$ cat src/rtl/uart_tx_fifo.sv
// UART transmitter with a built-in transmit FIFO and compile-time frame format
// (5..9 data bits, none/odd/even parity, 1 or 2 stop bits), LSB-first on tx_pin.
module uart_tx_fifo #(
  parameter int unsigned CLK_FRE    = 27,
  parameter int unsigned BAUD_RATE  = 115200,
  parameter int unsigned DATA_BITS  = 8,
  parameter int unsigned PARITY     = 0,
  parameter int unsigned STOP_BITS  = 1,
  parameter int unsigned FIFO_DEPTH = 4
) (
  input  logic                          clk,
  input  logic                          rst_n,
  input  logic [DATA_BITS-1:0]          tx_data,
  input  logic                          tx_data_valid,
  output logic                          tx_data_ready,
  output logic                          tx_pin,
  output logic                          tx_busy,
  output logic [$clog2(FIFO_DEPTH):0]   fifo_count
);

  localparam int unsigned CYCLE    = CLK_FRE * 1000000 / BAUD_RATE;
  localparam int unsigned STOP_LEN = STOP_BITS * CYCLE;
  localparam int unsigned PTR_W    = $clog2(FIFO_DEPTH);
  localparam int unsigned CNT_W    = PTR_W + 1;
  localparam int unsigned BIT_W    = $clog2(DATA_BITS);

  // Reject frame formats and clocking the datapath cannot represent.
  if (CYCLE < 2) begin : g_bad_cycle
    $error("uart_tx_fifo: CLK_FRE/BAUD_RATE gives fewer than 2 clocks per bit");
  end
  if (DATA_BITS < 5 || DATA_BITS > 9) begin : g_bad_data_bits
    $error("uart_tx_fifo: DATA_BITS must be 5..9");
  end
  if (PARITY > 2) begin : g_bad_parity
    $error("uart_tx_fifo: PARITY must be 0, 1 or 2");
  end
  if (STOP_BITS < 1 || STOP_BITS > 2) begin : g_bad_stop_bits
    $error("uart_tx_fifo: STOP_BITS must be 1 or 2");
  end
  if (FIFO_DEPTH < 2 || (FIFO_DEPTH & (FIFO_DEPTH - 1)) != 0) begin : g_bad_depth
    $error("uart_tx_fifo: FIFO_DEPTH must be a power of two >= 2");
  end

  typedef enum logic [2:0] {
    S_IDLE,
    S_START,
    S_DATA,
    S_PARITY,
    S_STOP
  } state_e;

  state_e               state_q, state_d;
  logic [31:0]          cnt_q, cnt_d;
  logic [BIT_W-1:0]     bit_idx_q, bit_idx_d;
  logic [DATA_BITS-1:0] shift_q, shift_d;
  logic                 parity_q, parity_d;
  logic                 tx_pin_q, tx_pin_d;
  logic                 tx_busy_q, tx_busy_d;
  logic [PTR_W-1:0]     wr_ptr_q, wr_ptr_d;
  logic [PTR_W-1:0]     rd_ptr_q, rd_ptr_d;
  logic [CNT_W-1:0]     count_q, count_d;
  logic [DATA_BITS-1:0] mem_q [FIFO_DEPTH];
  logic [DATA_BITS-1:0] mem_d [FIFO_DEPTH];

  logic                 push;
  logic                 pop;
  logic                 fifo_empty;
  logic [DATA_BITS-1:0] head;

  assign tx_data_ready = rst_n && (count_q != CNT_W'(FIFO_DEPTH));
  assign tx_pin        = tx_pin_q;
  assign tx_busy       = tx_busy_q;
  assign fifo_count    = count_q;

  // Next-state, FIFO bookkeeping and registered-output computation.
  always_comb begin
    state_d    = state_q;
    cnt_d      = cnt_q;
    bit_idx_d  = bit_idx_q;
    shift_d    = shift_q;
    parity_d   = parity_q;
    tx_pin_d   = tx_pin_q;
    wr_ptr_d   = wr_ptr_q;
    rd_ptr_d   = rd_ptr_q;
    mem_d      = mem_q;
    pop        = 1'b0;
    push       = tx_data_valid && tx_data_ready;
    fifo_empty = (count_q == '0);
    head       = mem_q[rd_ptr_q];

    case (state_q)
      S_IDLE: begin
        tx_pin_d = 1'b1;
        cnt_d    = '0;
        if (!fifo_empty) begin
          pop      = 1'b1;
          state_d  = S_START;
          tx_pin_d = 1'b0;
        end
      end
      S_START: begin
        if (cnt_q == 32'(CYCLE - 1)) begin
          cnt_d     = '0;
          bit_idx_d = '0;
          state_d   = S_DATA;
          tx_pin_d  = shift_q[0];
        end else begin
          cnt_d = cnt_q + 32'd1;
        end
      end
      S_DATA: begin
        if (cnt_q == 32'(CYCLE - 1)) begin
          cnt_d = '0;
          if (bit_idx_q == BIT_W'(DATA_BITS - 1)) begin
            if (PARITY != 0) begin
              state_d  = S_PARITY;
              tx_pin_d = parity_q;
            end else begin
              state_d  = S_STOP;
              tx_pin_d = 1'b1;
            end
          end else begin
            shift_d   = shift_q >> 1;
            bit_idx_d = bit_idx_q + BIT_W'(1);
            tx_pin_d  = shift_q[1];
          end
        end else begin
          cnt_d = cnt_q + 32'd1;
        end
      end
      S_PARITY: begin
        if (cnt_q == 32'(CYCLE - 1)) begin
          cnt_d    = '0;
          state_d  = S_STOP;
          tx_pin_d = 1'b1;
        end else begin
          cnt_d = cnt_q + 32'd1;
        end
      end
      S_STOP: begin
        // Last stop clock chains straight into the next start bit when data waits.
        if (cnt_q == 32'(STOP_LEN - 1)) begin
          cnt_d = '0;
          if (!fifo_empty) begin
            pop      = 1'b1;
            state_d  = S_START;
            tx_pin_d = 1'b0;
          end else begin
            state_d  = S_IDLE;
            tx_pin_d = 1'b1;
          end
        end else begin
          cnt_d = cnt_q + 32'd1;
        end
      end
      default: begin
        state_d  = S_IDLE;
        tx_pin_d = 1'b1;
        cnt_d    = '0;
      end
    endcase

    if (pop) begin
      shift_d   = head;
      parity_d  = (PARITY == 1) ? ~(^head) : (^head);
      rd_ptr_d  = rd_ptr_q + PTR_W'(1);
      bit_idx_d = '0;
      cnt_d     = '0;
    end

    if (push) begin
      mem_d[wr_ptr_q] = tx_data;
      wr_ptr_d        = wr_ptr_q + PTR_W'(1);
    end

    count_d   = count_q + CNT_W'(push) - CNT_W'(pop);
    tx_busy_d = (state_d != S_IDLE);
  end

  // Control and output registers; reset flushes the FIFO by clearing pointers.
  always_ff @(posedge clk) begin
    if (!rst_n) begin
      state_q   <= S_IDLE;
      cnt_q     <= '0;
      bit_idx_q <= '0;
      shift_q   <= '0;
      parity_q  <= 1'b0;
      tx_pin_q  <= 1'b1;
      tx_busy_q <= 1'b0;
      wr_ptr_q  <= '0;
      rd_ptr_q  <= '0;
      count_q   <= '0;
    end else begin
      state_q   <= state_d;
      cnt_q     <= cnt_d;
      bit_idx_q <= bit_idx_d;
      shift_q   <= shift_d;
      parity_q  <= parity_d;
      tx_pin_q  <= tx_pin_d;
      tx_busy_q <= tx_busy_d;
      wr_ptr_q  <= wr_ptr_d;
      rd_ptr_q  <= rd_ptr_d;
      count_q   <= count_d;
    end
  end

  // FIFO storage needs no reset; occupancy is tracked by the pointers.
  always_ff @(posedge clk) begin
    mem_q <= mem_d;
  end

endmodule

$ cat config.mk
export PLATFORM = sky130hd
export DESIGN_NAME = uart_tx_fifo
export DESIGN_NICKNAME = d
export VERILOG_FILES = /design/src/rtl/uart_tx_fifo.sv
export SDC_FILE = /design/constraint.sdc
export NUM_CORES = 1
export LEC_CHECK = 0
export CORE_MARGIN = 8
export CORE_UTILIZATION = 50
export DETAILED_ROUTE_END_ITERATION = 8
export PLACE_DENSITY = 0.7
export SLEW_MARGIN = 20
export SYNTH_ARGS = -nofsm -noshare
export SYNTH_HDL_FRONTEND = slang
export SYNTH_SLANG_ARGS = --single-unit
export TNS_END_PERCENT = 20
$ cat constraint.sdc
create_clock -name clk -period 2.5 [get_ports clk]
set_input_delay 0.375 -clock clk [delete_from_list [all_inputs] [get_ports clk]]
set_output_delay 0.375 -clock clk [all_outputs]
set_load 0.1 [all_outputs]
# ---- Yosys cells after proc, flatten, opt, wreduce, memory -nomap -nowiden
# Index checks and enable logic that the tools add are counted.
dict set report classes {
  n_addsub 6
  magnitude_cmp 3
  n_eq_ne 13
  mux 32
  n_bitwise 4
  n_reduce_logical 15
}
# operator n
set op_table {}
lappend op_table {{8-bit 2-to-1 mux} 7}
lappend op_table {{32-bit by 1-bit adder with 32-bit output, second input constant} 1}
lappend op_table {{32-bit bitwise mux} 1}
lappend op_table {{32-bit by 8-bit == test with 1-bit output, second input constant} 1}
lappend op_table {{3-bit 2-to-1 mux} 9}
lappend op_table {{8-bit binary-select mux with 2-bit select} 1}
lappend op_table {{8-bit demux with 2-bit select} 1}
lappend op_table {{3-bit case mux with 5 select lines} 1}
lappend op_table {{2-bit != test, second input constant} 6}
lappend op_table {{1-bit 2-to-1 mux} 9}
lappend op_table {{4-bit AND reduction} 2}
lappend op_table {{4-bit OR reduction} 2}
lappend op_table {{3-bit by 2-bit == test with 1-bit output, second input constant} 2}
lappend op_table {{3-bit == test, second input constant} 2}
lappend op_table {{3-bit >= comparator, second input constant} 2}
lappend op_table {{3-bit zero test} 2}
lappend op_table {{2-bit NOT with 3-bit output} 2}
lappend op_table {{3-bit case mux with 2 select lines} 1}
lappend op_table {{2-bit nonzero test} 3}
lappend op_table {{1-bit case mux with 5 select lines} 1}
lappend op_table {{2-bit by 1-bit adder with 2-bit output, second input constant} 2}
lappend op_table {{3-bit by 1-bit adder with 3-bit output} 1}
lappend op_table {{3-bit by 1-bit adder with 3-bit output, second input constant} 1}
lappend op_table {{3-bit by 1-bit == test with 1-bit output, second input constant} 1}
lappend op_table {{other kinds (9)} 12}
dict set report totals {
  ff_bits 87
  in_bits 11
  output_inout_bits 6
  wordCells 86
}

# ---- Depth between registers and ports, before layout
# Gate-level depths: netlist (run 1).
dict set report depth {
  word_depth 6
  mapped_depth 14
  ltp_nobuf 14
}

# ---- Least setup slack after synthesis (run 1)
# Ideal clock, no wire load.
dict set report synth_path {
  kind {flip-flop to flip-flop}
  from {register count_q[1] (netlist: fifo_count[1])}
  to {register count_q[2] (netlist: fifo_count[2])}
  setup_time_ns 0.128
  t_arrival_ns 4.396
  required_ns 2.372
  path_slack_ns -2.024
  stages_incl_launch_ff 13
  path_buffers 0
  period_less_slack_ns 4.524
  path_cell_list {dfxtp_1 -> nor2_1 -> a21oi_1 -> and2_1 -> inv_1 -> ha_1 -> inv_1 -> ha_1 -> inv_1 -> fa_1 -> xor2_1 -> xnor2_1 -> nor2_1}
}
dict set report synth_between {
  elab_chain_cells 5
  word_cells_on_any_way 9
  classes_between {add/sub: 2; eq/ne: 1; mux: 3; reduce/logical: 3}
}
# element line_no
set synth_rtl {}
lappend synth_rtl {{start, declared} 61} ;# logic [CNT_W-1:0] count_q, count_d;
lappend synth_rtl {{start signal, assigned} 203} ;# count_q <= count_d;
lappend synth_rtl {{3-bit != test} 70} ;# assign tx_data_ready = rst_n && (count_q != CNT_W'(FIFO_DEPTH));
lappend synth_rtl {{1-bit logical AND} 70}
lappend synth_rtl {{named net tx_data_ready} 15} ;# output logic tx_data_ready,
lappend synth_rtl {{1-bit logical AND} 87} ;# push = tx_data_valid && tx_data_ready;
lappend synth_rtl {{3-bit by 1-bit adder with 3-bit output} 176} ;# count_d = count_q + CNT_W'(push) - CNT_W'(pop);
lappend synth_rtl {{3-bit by 1-bit subtractor with 3-bit output} 176}
# The timed path passes the listed nets, and every way through them passes these cells.
# A chain may end at the register's enable or synchronous reset.

# ---- Worst setup path after layout (run 1)
dict set report layout_path {
  from {register cnt_q[10]}
  to {register count_q[2] (netlist: fifo_count[2])}
}
dict set report layout_between {
  elab_chain_cells 4
}
# element line_no
set layout_rtl {}
lappend layout_rtl {{start, declared} 53} ;# logic [31:0] cnt_q, cnt_d;
lappend layout_rtl {{start signal, assigned} 195} ;# cnt_q <= cnt_d;
lappend layout_rtl {{32-bit by 8-bit == test with 1-bit output} 142} ;# if (cnt_q == 32'(STOP_LEN - 1)) begin
lappend layout_rtl {{1-bit 2-to-1 mux} 142}
lappend layout_rtl {{1-bit case mux with 2 select lines} 91} ;# case (state_q)
lappend layout_rtl {{3-bit by 1-bit subtractor with 3-bit output} 176}
# No other way between the ends.

==> results of run 1 <==
## flip-flops by register name, summed over array words and instances, names as in the netlist
register and count:
wr_ptr_q 2, shift_q 8, tx_busy 1, cnt_q 32, tx_pin 1, fifo_count 3
rd_ptr_q 2, state_q 3, bit_idx_q 3, mem_q 32
## kinds of logic after synthesis
| logic type | after synthesis | share of synthesized area |
|---|---|---|
| fa+ha+maj | 11 | 0.0353 |
| mux | 10 | 0.0487 |
| simple gates | 165 | 0.236 |
| buf+inv | 30 | 0.0405 |
| flops | 87 | 0.501 |
| compound gates | 40 | 0.0697 |
| xor+xnor | 32 | 0.0681 |
## cell usage in the layout (no fill, tap or decap), types with 6 or more instances in the layout
| cell | count |
|---|---|
| sky130_fd_sc_hd__a21oi_1 | 12 |
| sky130_fd_sc_hd__and3_1 | 7 |
| sky130_fd_sc_hd__and4_2 | 6 |
| sky130_fd_sc_hd__buf_4 | 46 |
| sky130_fd_sc_hd__clkbuf_8 | 9 |
| sky130_fd_sc_hd__clkdlybuf4s50_1 | 10 |
| sky130_fd_sc_hd__dfxtp_1 | 49 |
| sky130_fd_sc_hd__edfxtp_1 | 32 |
| sky130_fd_sc_hd__ha_1 | 7 |
| sky130_fd_sc_hd__inv_1 | 9 |
| sky130_fd_sc_hd__mux4_2 | 8 |
| sky130_fd_sc_hd__nand2_1 | 26 |
| sky130_fd_sc_hd__nand3_1 | 19 |
| sky130_fd_sc_hd__nand4_1 | 9 |
| sky130_fd_sc_hd__nor2_1 | 42 |
| sky130_fd_sc_hd__nor3_1 | 16 |
| sky130_fd_sc_hd__nor4_1 | 9 |
| sky130_fd_sc_hd__o21ai_0 | 7 |
| sky130_fd_sc_hd__xnor2_1 | 18 |
| sky130_fd_sc_hd__xor2_1 | 13 |
## report_power, final
group	internal, µW	switching, µW	total (µW)
sequential	1630	175	1800
clock	403	597	999
combinational	571	737	1310
total	2600	1510	4110
## worst min-delay path by stage
stage,to,slack (ns),depth (start not counted)
finish,bit_idx_q[0]$_SDFFE_PP0P_,0.52,2
global route,tx_pin$_SDFFE_PN1P_,0.53,1
CTS,bit_idx_q[0]$_SDFFE_PP0P_,0.51,2
detailed placement,bit_idx_q[0]$_SDFFE_PP0P_,0.49,2
global placement,bit_idx_q[1]$_SDFFE_PP0P_,0.47,2
floorplan,cnt_q[0]$_SDFF_PP0_,0.43,1
## metal layers
layer / GRT usage / part of all wire
met1: 0.197 / 0.46
met2: 0.231 / 0.48
met3: 0.0348 / 0.045
met4: 0.0593 / 0.013
met5: 0 / 0
## stage by stage
| stage | cell area [µm²] | util | setup WS (ns) | power, µW | cells |
|---|---|---|---|---|---|
| 6_report | 4920 | 0.608 | 0.0474 | 4110 | 537 |
| 5_1_grt | 4920 | 0.608 | -0.109 | 4340 | 537 |
| 4_1_cts | 4880 | 0.603 | 0.000727 | 4120 | 537 |
| 3_5_place_dp | 4670 | 0.577 | -0.0366 | 3120 | 521 |
| 3_3_place_gp | 4670 | 0.577 | -0.0133 | 3100 | 521 |
| 2_1_floorplan | 4170 | - | -0.325 | 2870 | 375 |
## final cells by class
cell class | count | area (µm²) | share of cell area
Clock buffer | 9 | 124 | 0.0252
Timing Repair Buffer | 58 | 485 | 0.0987
Clock inverter | 7 | 81.3 | 0.0165
Inverter | 13 | 48.8 | 0.00992
Tap cell | 105 | 131 | 0.0267
Sequential cell | 87 | 2070 | 0.422
Multi-Input combinational cell | 258 | 1970 | 0.401
## critical path: cells and delay by family, from the launching register on
kind | cells | cell delay, ns
XOR/XNOR | 2 | 0.29
adder cells (fa/ha/maj) | 3 | 0.66
flip-flops | 1 | 0.35
buffers and inverters | 3 | 0.25
AO/OA/AOI/OAI | 1 | 0.22
AND/OR/NAND/NOR | 4 | 0.59
## timing repair
action	CTS	global route
resized for setup	1	9
endpoints found under the setup margin	1	1
pin swaps	0	7
==> reports/results.tsv, run 1 <==
metric	value	unit
Final Routed Wirelength	8.27	mm
portion of the post-synthesis area used by sequential elements	0.501	
worst r2r dst	fifo_count[2]$_SDFF_PN0_	
Synth Cell Area	0.00411	mm²
Num CTS Buffers	9	
root buf cell	sky130_fd_sc_hd__clkbuf_8	
number of fillers in the final layout	684	
unrepaired setup endpoints after global routing	true	
DRC viols	0	
peak fanout along the critical path	2	
Clock Tree Buf Depth	2	
layout overhead on the synthesized area	19.6	%
Avg Inst Size Synth	11.0	µm²
first-pass detailed-route iteration total	4	
status	complete, no violations	
area fraction of the dominant cell type after synthesis	0.268	
count of input and output buffers	16	
power density relative to cell area	836	mW/mm²
first-pass GRT wire length	13.7	mm
Worst Setup Start Kind	flip-flop	
static power due to leakage	0.00169	µW
row count	33	
count of different cell masters after synthesis	59	
class of the worst hold path	reg2reg	
setup slack on the worst flop-to-flop path	0.05	ns
DPL Wire Length	5.79	mm
final critical-path share of the clock period	0.981	
final sum of negative setup slack	0	ns
die outline area	0.0114	mm²
cells taking the most area after synthesis	sky130_fd_sc_hd__dfxtp_1 (27%), sky130_fd_sc_hd__edfxtp_1 (23%), sky130_fd_sc_hd__mux4_2 (4.4%)	
proportion of layout cells with a drive suffix above 1	0.269	
max-cap check violation count	0	
wire per inst	15.4	µm
kind of critical path	reg2reg	
number of standard cells after synthesis	375	
top cell type by total area after synthesis	sky130_fd_sc_hd__dfxtp_1	
global placement routability congestion	0.822	
critical path's slowest cell	sky130_fd_sc_hd__dfxtp_2	
most instantiated flip-flop cell in the synthesis netlist	sky130_fd_sc_hd__dfxtp_1	
final worst path period need	2.45	ns
most frequent cells after synthesis	sky130_fd_sc_hd__dfxtp_1 (55), sky130_fd_sc_hd__nor2_1 (44), sky130_fd_sc_hd__edfxtp_1 (32), sky130_fd_sc_hd__nand2_1 (26), sky130_fd_sc_hd__nand3_1 (19)	
antenna violations before repair	0	
number of enable flip-flop cells after synthesis	32	
Critical Path, Cell by Cell	nor4_4, buf_4, nand4_4, o21a_1, nor2_2, ha_4, inv_2, ha_4, inv_2, fa_2, xor2_2, xnor2_1, nor2_1	
Boundary Pins	17	
CP endpoint	fifo_count[2]$_SDFF_PN0_	
largest net degree at the start of global routing	33	
initial standard-cell utilization of the core	0.508	
H-tree lvl count	3	
Detailed Route Iter0 Violations	205	
Worst Path Required	2.77	ns
Horiz. Die Dim	107	µm
TritonCTS Sinks	87	
Reg2Reg Launch Point	cnt_q[10]$_SDFF_PP0_	
worst vdd ir	0.467	mV
clock tree from TritonCTS	yes	
proportion of synthesized flip-flops having asynchronous set or reset	0	
count of state elements after synthesis	87	
number of nets at the end of the flow	449	
diode insertion count for antenna repair	0	
number of cells on the worst reg-to-reg path	13	
y dimension of the die	107	µm
core area	0.00809	mm²
source-to-sink clock delay at the later pin of the worst-skew pair	0.37	ns
Worst Setup SP	cnt_q[10]$_SDFF_PP0_	
CTS clk-pin slew, worst paths	0.10	ns
yosys synthesis warning count	0	
critical path arrival	2.72	ns
slew at the pin with the worst max-slew slack	0.648	ns
number of global-route vias before repair	2870	
via density per instance	5.54	
Max Clk Rate	0.408	GHz
overall global routing resource usage	0.149	
setup violation total in the final timing report	0	
endpoints failing hold	0	
CTS hold repair buffers	0	
most repeated cell in the gate-level netlist after synthesis	sky130_fd_sc_hd__dfxtp_1	
Post-DRT Antenna Nets	0	
Slew Viols, Final	0	
headroom to the max-slew limit	0.568	
post-CTS setup buffers	0	
critical path capture point type	flip-flop	
overall via count from detail_route	2977	
Synthesized Nets	397	
largest stage delay on the critical path	0.35	ns
GR Overflow Total	0	
Worst Skew	0.0138	ns
HP Start	bit_idx_q[0]$_SDFFE_PP0P_	
Min Hold Slack	0.515	ns
(Power assumes the default switching activity.)
==> run 2: changes to the inputs <==
--- a/config.mk
+++ b/config.mk
@@ -8,7 +8,9 @@
 export CORE_MARGIN = 8
 export CORE_UTILIZATION = 50
 export DETAILED_ROUTE_END_ITERATION = 8
+export HOLD_SLACK_MARGIN = 0.05
 export PLACE_DENSITY = 0.7
+export SETUP_SLACK_MARGIN = 0.5
 export SLEW_MARGIN = 20
 export SYNTH_ARGS = -nofsm -noshare
 export SYNTH_HDL_FRONTEND = slang
==> reports/results.tsv, run 2 (synthesis gave the netlist of run 1 again) <==
metric	value	unit	change
status	complete, no violations		
source-to-sink clock delay at the later pin of the worst-skew pair	0.37	ns	about the same
Worst Setup SP	cnt_q[13]$_SDFF_PP0_		
layout overhead on the synthesized area	22.3	%	
proportion of layout cells with a drive suffix above 1	0.299		+0.0303
wire per inst	16.3	µm	+5.8%
count of non-filler cells in the finished layout	540		+0.56%
DPL Wire Length	5.97	mm	+3.2%
H-tree lvl count	3		unchanged
kind of critical path	reg2reg		
Max Clk Rate	0.417	GHz	+2.2%
antenna violations before repair	0		unchanged
Post-DRT Antenna Nets	0		unchanged
CTS clk-pin slew, worst paths	0.10	ns	about the same
overall global routing resource usage	0.157		+0.00789
Worst Setup Start Kind	flip-flop		
max-cap check violation count	0		unchanged
first-pass detailed-route iteration total	4		unchanged
overall via count from detail_route	3012		+1.2%
row count	33		unchanged
root buf cell	sky130_fd_sc_hd__clkbuf_8		
CTS hold repair buffers	0		unchanged
slew at the pin with the worst max-slew slack	0.633	ns	-0.0146 ns
critical path capture point type	flip-flop		
largest net degree at the start of global routing	33		unchanged
Horiz. Die Dim	107	µm	unchanged
Worst Path Required	2.77	ns	about the same
y dimension of the die	107	µm	unchanged
largest registers	cnt_q (32), mem_q (32), shift_q (8)		
post-placement worst setup slack	-0.0621	ns	-0.0255 ns
GR Overflow Total	0		unchanged
Num CTS Buffers	9		unchanged
commonest non-fill, non-tap cell in the layout	sky130_fd_sc_hd__dfxtp_1		
final worst setup slack	0.100	ns	+0.0530 ns
initial standard-cell utilization of the core	0.508		unchanged
Clock Tree Buf Depth	2		unchanged
via density per instance	5.58		+0.61%
static power due to leakage	0.00174	µW	+2.8%
Inst Count DP	520		-0.19%
Reg2Reg Launch Point	cnt_q[13]$_SDFF_PP0_		
first-pass GRT wire length	14.4	mm	+5.1%
number of cells on the worst reg-to-reg path	12		-1
peak fanout along the critical path	2		unchanged
Detailed Route Iter0 Violations	170		-17%
critical path arrival	2.67	ns	-0.05 ns
worst vdd ir	0.466	mV	-0.25%
count of input and output buffers	16		unchanged
Slew Viols, Final	0		unchanged
class of the worst hold path	reg2reg		
headroom to the max-slew limit	0.577		+0.00974
HP Start	bit_idx_q[2]$_SDFFE_PP0P_		
most used cells in the layout excluding fill and tap cells	sky130_fd_sc_hd__dfxtp_1 (49), sky130_fd_sc_hd__buf_4 (47), sky130_fd_sc_hd__nor2_1 (41), sky130_fd_sc_hd__edfxtp_1 (32), sky130_fd_sc_hd__nand2_1 (26)		
number of global-route vias before repair	2978		+3.8%
TritonCTS Sinks	87		unchanged
global placement routability congestion	0.786		-4.4%
met3 Track Usage GR	0.0402		+0.00540
finished layout cell area	0.00503	mm²	+2.3%
cell depth of the worst hold path	2		unchanged
final worst path period need	2.40	ns	-0.0530 ns
endpoints failing hold	0		unchanged
busiest grt layer	met2		
setup violation total in the final timing report	0		unchanged
core area	0.00809	mm²	unchanged
final critical-path share of the clock period	0.960		-0.0212
Final Routed Wirelength	8.81	mm	+6.4%
diode insertion count for antenna repair	0		unchanged
instance area after placement	0.00466	mm²	-0.11%
setup slack on the worst flop-to-flop path	0.10	ns	+0.05 ns
number of nets at the end of the flow	452		+0.67%
met1 capacity usage during global routing	0.205		+0.00870
clock tree from TritonCTS	yes		
DRC viols	0		unchanged
worst r2r dst	fifo_count[2]$_SDFF_PN0_		
die outline area	0.0114	mm²	unchanged
Worst Skew	0.0134	ns	-0.000357 ns
WHS Endpoint	bit_idx_q[2]$_SDFFE_PP0P_		
unrepaired setup endpoints after global routing	true		
Global Route met2 Usage	0.246		+0.0151
power density relative to cell area	847	mW/mm²	+1.4%
Boundary Pins	17		unchanged
==> run 2: worst max-delay path by stage <==
stage,endpoint,depth (start not counted)
global placement,fifo_count[2]$_SDFF_PN0_,12
global route,fifo_count[2]$_SDFF_PN0_,13
floorplan,fifo_count[2]$_SDFF_PN0_,12
detailed placement,fifo_count[2]$_SDFF_PN0_,14
finish,fifo_count[2]$_SDFF_PN0_,12
CTS,fifo_count[2]$_SDFF_PN0_,14
==> run 2: area by class of cell <==
class	count	area, µm²
clock buffers	9	124
clock inverters	7	73.8
fillers	662	3060
inverters	13	48.8
multi-input cells	258	2040
flip-flops and latches	87	2070
well taps	105	131
repair buffers	61	538
==> run 2: what timing repair did <==
item / in CTS / in global routing
gates cloned: 0 / 1
setup endpoints to repair: 30 / 45
buffers inserted: 2 / 1
resized for setup: 9 / 20
pin swaps: 8 / 14
==> run 2: worst max-delay path, cell delays in order, from the launching register on <==
cell	delay, ns
sky130_fd_sc_hd__dfxtp_1	0.34
sky130_fd_sc_hd__nor4_2	0.38
sky130_fd_sc_hd__nand4_4	0.14
sky130_fd_sc_hd__o21a_1	0.24
sky130_fd_sc_hd__nor2_2	0.12
sky130_fd_sc_hd__ha_4	0.21
sky130_fd_sc_hd__inv_2	0.06
sky130_fd_sc_hd__ha_4	0.11
sky130_fd_sc_hd__inv_2	0.03
sky130_fd_sc_hd__fa_2	0.35
sky130_fd_sc_hd__xor2_2	0.16
sky130_fd_sc_hd__xnor2_1	0.13
sky130_fd_sc_hd__nor2_1	0.06
==> run 2: power breakdown <==
group / switching (µW) / internal (µW) / leakage [µW] / total (µW)
combinational: 782 / 678 / 0.000899 / 1460
sequential: 180 / 1630 / 0.000740 / 1810
clock: 593 / 401 / 0.000104 / 994
==> run 2: routing by layer <==
metal	wire, µm	part of all wire	vias to the layer above
met4	79	0.0090	0
li1	-	-	1476
met1	4120	0.47	1452
met3	491	0.056	8
met2	4120	0.47	76
met5	0	0	-
==> run 2: through the flow <==
step | setup TNS [ns] | power, µW | hold slack, ns | util
after global placement | 0 | 3110 | 0.466 | 0.576
after CTS | 0 | 4180 | 0.496 | 0.609
final | 0 | 4260 | 0.494 | 0.622
after detailed placement | -0.0621 | 3130 | 0.483 | 0.576
after global routing | -0.0350 | 4500 | 0.525 | 0.622
after floorplan | -0.484 | 2870 | 0.433 | -
